===== src/rtl/ctrl_pkg.sv =====
// Shared types and encodings for the ctrl_seq instruction sequencer and its output decoder.
package ctrl_pkg;

    typedef enum logic [2:0] {
        ST_IDLE   = 3'd0,
        ST_FETCH  = 3'd1,
        ST_DECODE = 3'd2,
        ST_EXEC   = 3'd3,
        ST_HALT   = 3'd4
    } state_t;

    localparam logic [3:0] OP_ADD  = 4'h0;
    localparam logic [3:0] OP_SUB  = 4'h1;
    localparam logic [3:0] OP_AND  = 4'h2;
    localparam logic [3:0] OP_OR   = 4'h3;
    localparam logic [3:0] OP_XOR  = 4'h4;
    localparam logic [3:0] OP_NOT  = 4'h5;
    localparam logic [3:0] OP_SHL  = 4'h6;
    localparam logic [3:0] OP_SHR  = 4'h7;
    localparam logic [3:0] OP_LDI  = 4'h8;
    localparam logic [3:0] OP_MOV  = 4'h9;
    localparam logic [3:0] OP_JMP  = 4'hA;
    localparam logic [3:0] OP_JZ   = 4'hB;
    localparam logic [3:0] OP_JC   = 4'hC;
    localparam logic [3:0] OP_CALL = 4'hD;
    localparam logic [3:0] OP_RET  = 4'hE;
    localparam logic [3:0] OP_HLT  = 4'hF;

    // {S11,S10} PC source
    localparam logic [1:0] PC_SRC_INC = 2'b00;
    localparam logic [1:0] PC_SRC_BR  = 2'b01;
    localparam logic [1:0] PC_SRC_STK = 2'b10;

    // rw stack-pointer operation
    localparam logic [1:0] SP_IDLE = 2'b00;
    localparam logic [1:0] SP_PUSH = 2'b01;
    localparam logic [1:0] SP_POP  = 2'b10;

    // enab register-file operation
    localparam logic [1:0] RF_IDLE  = 2'b00;
    localparam logic [1:0] RF_WRITE = 2'b01;
    localparam logic [1:0] RF_READ  = 2'b10;

    // mux_sel write-back source
    localparam logic [1:0] WB_ALU = 2'b00;
    localparam logic [1:0] WB_IMM = 2'b01;
    localparam logic [1:0] WB_REG = 2'b10;

    // The eight ALU opcodes occupy the lower half of the opcode space.
    function automatic logic is_alu_op(input logic [3:0] op);
        return ~op[3];
    endfunction

endpackage


===== src/rtl/ctrl_decode.sv =====
// Combinational control-word decode from FSM state and the captured opcode/fields.
// CALL/RET stack handling is enabled by defining CTRL_SEQ_STACK_EN; otherwise they decode as NOP.
module ctrl_decode
    import ctrl_pkg::*;
(
    input  state_t      state,
    input  logic [9:0]  ir_q,
    input  logic        mem_ready,
    input  logic        flag_z,
    input  logic        flag_c,
    output logic        L_IR,
    output logic        I_PC,
    output logic        L_PC,
    output logic        S11,
    output logic        S10,
    output logic [1:0]  rw,
    output logic [1:0]  enab,
    output logic [2:0]  reg_sel,
    output logic [1:0]  mux_sel,
    output logic [3:0]  S_AF,
    output logic        S_AL,
    output logic        sel_a,
    output logic        sel_b,
    output logic        halted
);

    logic [3:0] w_op;
    logic [2:0] w_rd;
    logic [2:0] w_rs;
    logic [1:0] w_pc_src;

    assign w_op = ir_q[9:6];
    assign w_rd = ir_q[5:3];
    assign w_rs = ir_q[2:0];
    assign S11  = w_pc_src[1];
    assign S10  = w_pc_src[0];

    always_comb begin
        // NOTE: every output gets a default first, so no path through the case infers a latch.
        L_IR     = 1'b0;
        I_PC     = 1'b0;
        L_PC     = 1'b0;
        w_pc_src = PC_SRC_INC;
        rw       = SP_IDLE;
        enab     = RF_IDLE;
        reg_sel  = 3'd0;
        mux_sel  = WB_ALU;
        S_AF     = 4'd0;
        S_AL     = 1'b0;
        sel_a    = 1'b0;
        sel_b    = 1'b0;
        halted   = 1'b0;

        case (state)
            ST_FETCH: begin
                L_IR = mem_ready;
                I_PC = mem_ready;
            end
            ST_DECODE: begin
                enab    = RF_READ;
                reg_sel = w_rs;
            end
            ST_EXEC: begin
                if (is_alu_op(w_op)) begin
                    S_AF    = w_op;
                    sel_a   = 1'b1;
                    sel_b   = 1'b1;
                    S_AL    = 1'b1;
                    enab    = RF_WRITE;
                    reg_sel = w_rd;
                    mux_sel = WB_ALU;
                end else begin
                    case (w_op)
                        OP_LDI: begin
                            enab    = RF_WRITE;
                            reg_sel = w_rd;
                            mux_sel = WB_IMM;
                        end
                        OP_MOV: begin
                            enab    = RF_WRITE;
                            reg_sel = w_rd;
                            mux_sel = WB_REG;
                        end
                        OP_JMP: begin
                            L_PC     = 1'b1;
                            w_pc_src = PC_SRC_BR;
                        end
                        OP_JZ: if (flag_z) begin
                            L_PC     = 1'b1;
                            w_pc_src = PC_SRC_BR;
                        end
                        OP_JC: if (flag_c) begin
                            L_PC     = 1'b1;
                            w_pc_src = PC_SRC_BR;
                        end
`ifdef CTRL_SEQ_STACK_EN
                        OP_CALL: begin
                            rw       = SP_PUSH;
                            L_PC     = 1'b1;
                            w_pc_src = PC_SRC_BR;
                        end
                        OP_RET: begin
                            rw       = SP_POP;
                            L_PC     = 1'b1;
                            w_pc_src = PC_SRC_STK;
                        end
`endif
                        default: ;
                    endcase
                end
            end
            ST_HALT: halted = 1'b1;
            default: ;
        endcase
    end

endmodule


===== src/rtl/ctrl_seq.sv =====
// Fetch/decode/execute sequencer: state register and captured instruction fields.
// Optional CALL/RET stack support via CTRL_SEQ_STACK_EN (see ctrl_decode).
module ctrl_seq
    import ctrl_pkg::*;
(
    input  logic        clk,
    input  logic        rst_n,
    input  logic        start,
    input  logic        mem_ready,
    input  logic [15:0] instr,
    input  logic        flag_z,
    input  logic        flag_c,
    output logic        L_IR,
    output logic        I_PC,
    output logic        L_PC,
    output logic        S11,
    output logic        S10,
    output logic [1:0]  rw,
    output logic [1:0]  enab,
    output logic [2:0]  reg_sel,
    output logic [1:0]  mux_sel,
    output logic [3:0]  S_AF,
    output logic        S_AL,
    output logic        sel_a,
    output logic        sel_b,
    output logic        halted
);

    state_t     r_state;
    logic [9:0] ir_q;

    // Immediate bits are consumed by the datapath, not by the sequencer.
    logic w_unused_imm;
    assign w_unused_imm = ^instr[5:0];

    always_ff @(posedge clk or negedge rst_n) begin
        // NOTE: state uses non-blocking assignments so every register samples pre-edge values.
        if (!rst_n) begin
            r_state <= ST_IDLE;
            ir_q    <= '0;
        end else begin
            case (r_state)
                ST_IDLE:   if (start) r_state <= ST_FETCH;
                ST_FETCH:  if (mem_ready) begin
                    ir_q    <= instr[15:6];
                    r_state <= ST_DECODE;
                end
                ST_DECODE: r_state <= ST_EXEC;
                ST_EXEC:   r_state <= (ir_q[9:6] == OP_HLT) ? ST_HALT : ST_FETCH;
                ST_HALT:   r_state <= ST_HALT;
                default:   r_state <= ST_IDLE;
            endcase
        end
    end

    ctrl_decode u_decode (
        .state     (r_state),
        .ir_q      (ir_q),
        .mem_ready (mem_ready),
        .flag_z    (flag_z),
        .flag_c    (flag_c),
        .L_IR      (L_IR),
        .I_PC      (I_PC),
        .L_PC      (L_PC),
        .S11       (S11),
        .S10       (S10),
        .rw        (rw),
        .enab      (enab),
        .reg_sel   (reg_sel),
        .mux_sel   (mux_sel),
        .S_AF      (S_AF),
        .S_AL      (S_AL),
        .sel_a     (sel_a),
        .sel_b     (sel_b),
        .halted    (halted)
    );

endmodule


===== config.mk =====
export PLATFORM = sky130hd
export DESIGN_NAME = ctrl_seq
export DESIGN_NICKNAME = d
export VERILOG_FILES = /design/src/rtl/ctrl_pkg.sv /design/src/rtl/ctrl_decode.sv /design/src/rtl/ctrl_seq.sv
export SDC_FILE = /design/constraint.sdc
export NUM_CORES = 1
export LEC_CHECK = 0
export CORE_MARGIN = 2
export CORE_UTILIZATION = 35
export CTS_BUF_LIST = sky130_fd_sc_hd__clkbuf_16
export CTS_CLUSTER_SIZE = 8
export DETAILED_ROUTE_END_ITERATION = 7
export GPL_ROUTABILITY_DRIVEN = 0
export PLACE_DENSITY = 0.74
export SYNTH_ARGS = -nofsm -noshare
export SYNTH_HDL_FRONTEND = slang
export SYNTH_SLANG_ARGS = --single-unit

===== constraint.sdc =====
create_clock -name clk -period 1.6 [get_ports clk]
set_input_delay 0.16 -clock clk [delete_from_list [all_inputs] [get_ports clk]]
set_output_delay 0.16 -clock clk [all_outputs]
set_load 0.02 [all_outputs]

==> flow_summary.toml, run 1 <==
[clock_network]
cts_buffer_depth = 2
cts_sinks = 13
cts_tree = "done"
cts-root-buf = "clkbuf_16"
numCtsBuffers = 3
postCtsHoldBufs = 0
worstSkewPairLatency_ps = 240
htreeDepth = 1
path_clk_slew_ps = 50

[worst_setup_path]
crit_arrival_ps = 1510
required_ps = 1440
crit_path_start_kind = "flip-flop"
critPathKind = "reg2out"
cp_max_fo = 3
rrSetupSlack_ps = 80
timing.rr.end = "ir_q[3]"
cp-end-kind = "output port"
reg2reg_from = "r_state[2]"
reg2regPathDepth = 5

[placed_design]
numPortBuffers = 33
hpwl_um = 1470
pre_cts_ws_ps = -213
dp_cells = 137
place_area_um2 = 1190

[yosys]
yosys_warnings = 0
seq_area_frac_synth_pct = 42.5
syn_area_per_cell_um2 = 11.3
post-synth-top-area-cell = "dfrtp_1"
yosys.area.top_type_share_pct = 42.5
synth_seq_cells = 13
yosysUniqueCellTypes = 28
synthTopCellsByArea = "dfrtp_1 (42%), mux2_4 (18%), buf_4 (7.8%)"
syn_inst = 68
syn_area_um2 = 766

[floorplan]
die_h_um = 50.8
fp.coreArea_um2 = 2020
rows = 16
die_area_um2 = 2580
die_w_um = 50.8
start_util_pct = 37.9
pin_count = 44

[power]
p_int_mw = 1.63
power_density_nw_per_um2 = 1980
comb_power_share_pct = 57.6
cellLeakagePower_nw = 0.635
switching_share_pct = 35.7
p_clk_share_pct = 18.7
p_total_mw = 2.54
ir_drop_uv = 969
p_switching_mw = 0.907
seqPwrFrac_pct = 23.7

[sta]
relSlewSlack_pct = 60.6
setup_tns_ps = -222
worst_slack_ps = -73.3
hold_viol = 0
skew_ps = 0.811
slew_viol_final = 0
finalCritPeriodShare_pct = 105
worst_pin_slew_ps = 590
rsz0062_at_grt = "true"
post-route-min-period_ps = 1670
whs_ps = 292
max_freq_ghz = 0.598
final-setup-viol-count = 5

[grt]
grt_util_met3_pct = 5.06
top_usage_layer = "met2"
grt_overflow_total = 0
antenna_found_initial = 0
grt_usage_pct = 18.8
grt_max_degree = 14
first_global_vias = 726
grt_pass1_wl_um = 3450
grt_use_met2_pct = 34.6
use_met1_pct = 19.7

[flow_run]
drv_cap = 0

[layout]
final_area_um2 = 1280
area.sequential_um2 = 325
drive_above_1_share_pct = 50.0
antenna_cells = 0
final_util_pct = 63.3
syn_to_final_growth_pct = 67.2
layout.nets = 141
fin_cells = 145
fillers = 174
multi_input_area_um2 = 373

[route]
drt_wl_total_um = 2160
via_per_inst = 4.87
vias = 706
drt_iter0_markers = 5
ant_nets = 0
drtPass1Iterations = 4
routedWlPerCell_um = 14.9
drc = 0

[worst_hold_path]
hold_class = "in2async"

[run_status]
violations = "setup timing"
status = "finished, violations left"
## power by group through the flow
stage	combinational, mW	sequential [mW]	clock (mW)
after global routing	1.55	0.617	0.499
final	1.46	0.601	0.476
after CTS	1.42	0.602	0.479
after detailed placement	1.37	0.600	0
after global placement	1.34	0.597	0
after floorplan	0.775	0.604	0
## logic make-up (layout without fill, tap and decap cells)
logic type | count (synthesis) | count (layout) | share of synthesized area, %
AND/OR/NAND/NOR | 23 | 23 | 16.7
flip-flops | 13 | 13 | 42.5
buffers and inverters | 12 | 59 | 10.8
multiplexers | 11 | 11 | 20.6
AO/OA/AOI/OAI | 8 | 8 | 8.99
other | 1 | 4 | 0.490
## worst max-delay path, cell delays in order, from the launching register on
cell	delay, ps
dfrtp_1	390
nand3b_1	240
nor2_2	170
buf_6	130
buf_6	90
a22o_1	140
buf_6	120
## cell usage after synthesis
| library cell | number |
|---|---|
| o21a_1 | 1 |
| nor2_1 | 4 |
| a32o_1 | 1 |
| o21bai_1 | 1 |
| conb_1 | 1 |
| nor3_1 | 6 |
| nand2_2 | 1 |
| nor2_2 | 1 |
| nand2_1 | 3 |
| or2_2 | 1 |
| o211a_1 | 1 |
| inv_1 | 2 |
| mux2_2 | 2 |
| nor2b_1 | 1 |
| mux2_4 | 9 |
| nor3b_1 | 1 |
| buf_4 | 8 |
| a22o_1 | 2 |
| nand4_1 | 1 |
| o2111a_1 | 1 |
| and2_1 | 1 |
| nand3b_1 | 1 |
| a21oi_1 | 1 |
| nor3_2 | 1 |
| clkbuf_1 | 1 |
| dfrtp_1 | 13 |
| buf_6 | 1 |
| and2b_2 | 1 |
## layout make-up
class                   instances  share of cell area, %
clock buffers                   3                   5.87
clock inverters                 1                  0.391
inverters                       2                  0.587
multi-input cells              46                   29.1
flip-flops and latches         13                   25.4
well taps                      27                   2.64
repair buffers                 53                   36.0
## sequential cells by signal, indices dropped and copies added, names as in the netlist
name     flops
r_state      3
ir_q        10
## how the worst max path moves through the flow
stage | end | start | cells after the start
5_1_grt | sel_a | r_state[2] | 5
3_5_place_dp | L_PC | flag_c | 5
2_1_floorplan | S_AF[1] | r_state[2] | 3
4_1_cts | sel_a | r_state[2] | 5
6_report | reg_sel[2] | r_state[2] | 6
3_3_place_gp | S10 | flag_c | 5
## cell usage in the layout, fill, tap and decap left out, drive strengths merged
cell type	netlist	layout
a21oi	1	1
a22o	2	2
a32o	1	1
and2	1	1
and2b	1	1
buf	9	33
clkbuf	1	5
clkdlybuf4s15	0	2
clkdlybuf4s50	0	15
clkinv	0	1
conb	1	4
dfrtp	13	13
dlygate4sd2	0	1
inv	2	2
mux2	11	11
nand2	4	4
nand3b	1	1
nand4	1	1
nor2	5	5
nor2b	1	1
nor3	7	7
nor3b	1	1
o2111a	1	1
o211a	1	1
o21a	1	1
o21bai	1	1
or2	1	1
## metal layers
layer / up-vias / part of all wire (%)
met3: 4 / 5.9
met1: 344 / 40
met2: 34 / 52
li1: 324 / -
met4: 0 / 1.7
met5: - / 0
## what timing repair did
| action | in CTS | in global routing |
|---|---|---|
| pin swaps | 3 | 1 |
| setup endpoints to repair | 18 | 15 |
| buffers inserted | 5 | 0 |
| gates resized for setup | 73 | 16 |
Power figures use the tool's default switching activity.
==> inputs of run 2 (changes only) <==
--- a/config.mk
+++ b/config.mk
@@ -5,6 +5,7 @@
 export SDC_FILE = /design/constraint.sdc
 export NUM_CORES = 1
 export LEC_CHECK = 0
+export CAP_MARGIN = 20
 export CORE_MARGIN = 2
 export CORE_UTILIZATION = 35
 export CTS_BUF_LIST = sky130_fd_sc_hd__clkbuf_16
@@ -15,3 +16,4 @@
 export SYNTH_ARGS = -nofsm -noshare
 export SYNTH_HDL_FRONTEND = slang
 export SYNTH_SLANG_ARGS = --single-unit
+export TNS_END_PERCENT = 30
==> run 2 against run 1 <==
Effect of this change: the run still ends with setup timing left; worst setup slack better by 15 ps; die area did not move; maximum frequency rose by 0.93%; utilization is 2.0 points lower; final cell count is 1.4% lower; via count down 2.1%; worst hold slack better by 1.8 ps; first-iteration DRC count grew 80%; wire length fell by 4.0%; global-route usage decreased by 0.44 points; critical path type unchanged; largest power group unchanged; highest routed layer unchanged.
==> flow_summary.toml, run 2 (same netlist as run 1, synthesis figures left out) <==
[worst_setup_path]
critPathKind = "reg2out"
crit_path_start_kind = "flip-flop"
crit_arrival_ps = 1500
cp_max_fo = 5
cp-end-kind = "output port"
cpLargestDelayFamily = "buffers and inverters"
crit_start = "r_state[2]"
critPathBufInv = 3
cpMaxStageDelayCell = "dfrtp_1"
crit_top_cell = "buf_4"
required_ps = 1440
crit_chain = "nand3b_1, buf_4, nor2_2, buf_4, clkdlybuf4s15_2"
cpPeakStageDelay_ps = 390
reg2reg_from = "r_state[2]"

[floorplan]
die_w_um = 50.8
fp.coreArea_um2 = 2020
pin_count = 44
rows = 16
start_util_pct = 37.9
die_area_um2 = 2580
die_h_um = 50.8

[grt]
grt_max_degree = 14
first_global_vias = 695
grt_pass1_wl_um = 3350
grt_usage_pct = 18.3
grt_overflow_total = 0
antenna_found_initial = 0

[layout]
drive_above_1_share_pct = 50.0
final_util_pct = 61.3
syn_to_final_growth_pct = 61.8
fin_cells = 143
layout.nets = 139
largest_reg_flops = 10
reg_top3 = "ir_q: 10 flops, r_state: 3 flops"
fillers = 184
area.sequential_um2 = 327
final_cell_mix = "buf_4 (21), clkdlybuf4s50_1 (15), dfrtp_1 (12)"
final_common_cell = "buf_4"
antenna_cells = 0
multi_input_area_um2 = 373
regMostFlops = "ir_q"
final_area_um2 = 1240

[placed_design]
numPortBuffers = 33
dp_cells = 137
hpwl_um = 1470
place_area_um2 = 1190

[route]
via_per_inst = 4.83
drc = 0
drtPass1Iterations = 4
vias = 691
ant_nets = 0
routedWlPerCell_um = 14.5
drt_iter0_markers = 9
drt_wl_total_um = 2070

[run_status]
status = "finished, violations left"
violations = "setup timing"

[clock_network]
cts-root-buf = "clkbuf_16"
numCtsBuffers = 3
cts_sinks = 13
worstSkewPairLatency_ps = 240
cts_tree = "done"
cts_buffer_depth = 2
path_clk_slew_ps = 50
postCtsHoldBufs = 0
htreeDepth = 1

[sta]
setup_tns_ps = -135
skew_ps = 0.976
worst_slack_ps = -57.8
rsz0062_at_grt = "true"
final-setup-viol-count = 4
hold_viol = 0
finalCritPeriodShare_pct = 104
max_freq_ghz = 0.603
worst_pin_slew_ps = 593
relSlewSlack_pct = 60.3
slew_viol_final = 0
post-route-min-period_ps = 1660

[power]
p_int_mw = 1.57
p_switching_mw = 0.882
cellLeakagePower_nw = 0.617
p_clk_share_pct = 19.4
ir_drop_uv = 971
comb_power_share_pct = 55.6
switching_share_pct = 36.0
seqPwrFrac_pct = 25.0
power_density_nw_per_um2 = 1980

[worst_hold_path]
hold_class = "in2async"

[flow_run]
drv_cap = 0
-- run 2: layer usage --
layer	vias up	track usage (%)	routed length, µm
li1	320	-	-
met1	339	19.5	850
met3	4	5.06	122
met2	28	33.3	1060
met4	0	8.11	35
met5	-	0	0
-- run 2: repair_timing --
action,CTS,global route
pin swaps,1,4
setup buffers,2,0
endpoints found under the setup margin,18,14
resized for setup,61,16
-- run 2: worst register-to-register path, cell delays in order, from the launching register on --
cell,delay (ps)
dfrtp_1,390
buf_4,160
nor3_2,180
buf_4,160
buf_4,170
mux2_2,350
-- run 2: power groups by stage --
stage | clock network (mW) | logic (mW) | registers, mW
after global routing | 0.499 | 1.45 | 0.629
after detailed placement | 0 | 1.37 | 0.600
after CTS | 0.479 | 1.34 | 0.609
after floorplan | 0 | 0.775 | 0.604
after global placement | 0 | 1.34 | 0.597
final | 0.476 | 1.36 | 0.611
-- run 2: final cells by class --
cell class                      instances  share of cell area [%]
Inverter                                2                   0.606
Clock inverter                          1                   0.404
Multi-Input combinational cell         46                    30.1
Tap cell                               27                    2.73
Clock buffer                            3                    6.06
Timing Repair Buffer                   51                    33.7
Sequential cell                        13                    26.4
-- run 2: per-stage QoR --
stage                     worst slack, ps  hold slack (ps)  power [mW]
final                               -57.8              294        2.45
after global routing                 -136              351        2.58
after global placement               -184              494        1.93
after floorplan                      36.3             -136        1.38
after CTS                            -108              315        2.43
after detailed placement             -213              497        1.97
-- run 2: final timing paths --
| kind | end | slack (ps) | cells after the start |
|---|---|---|---|
| max | sel_a | -60 | 5 |
| min | ir_q[6] | 290 | 1 |
| max reg2reg | ir_q[3] | 80 | 5 |
| min reg2reg | ir_q[0] | 510 | 1 |
| max in group asynchronous | ir_q[8] | 890 | 1 |
| min in group clk | ir_q[0] | 510 | 1 |
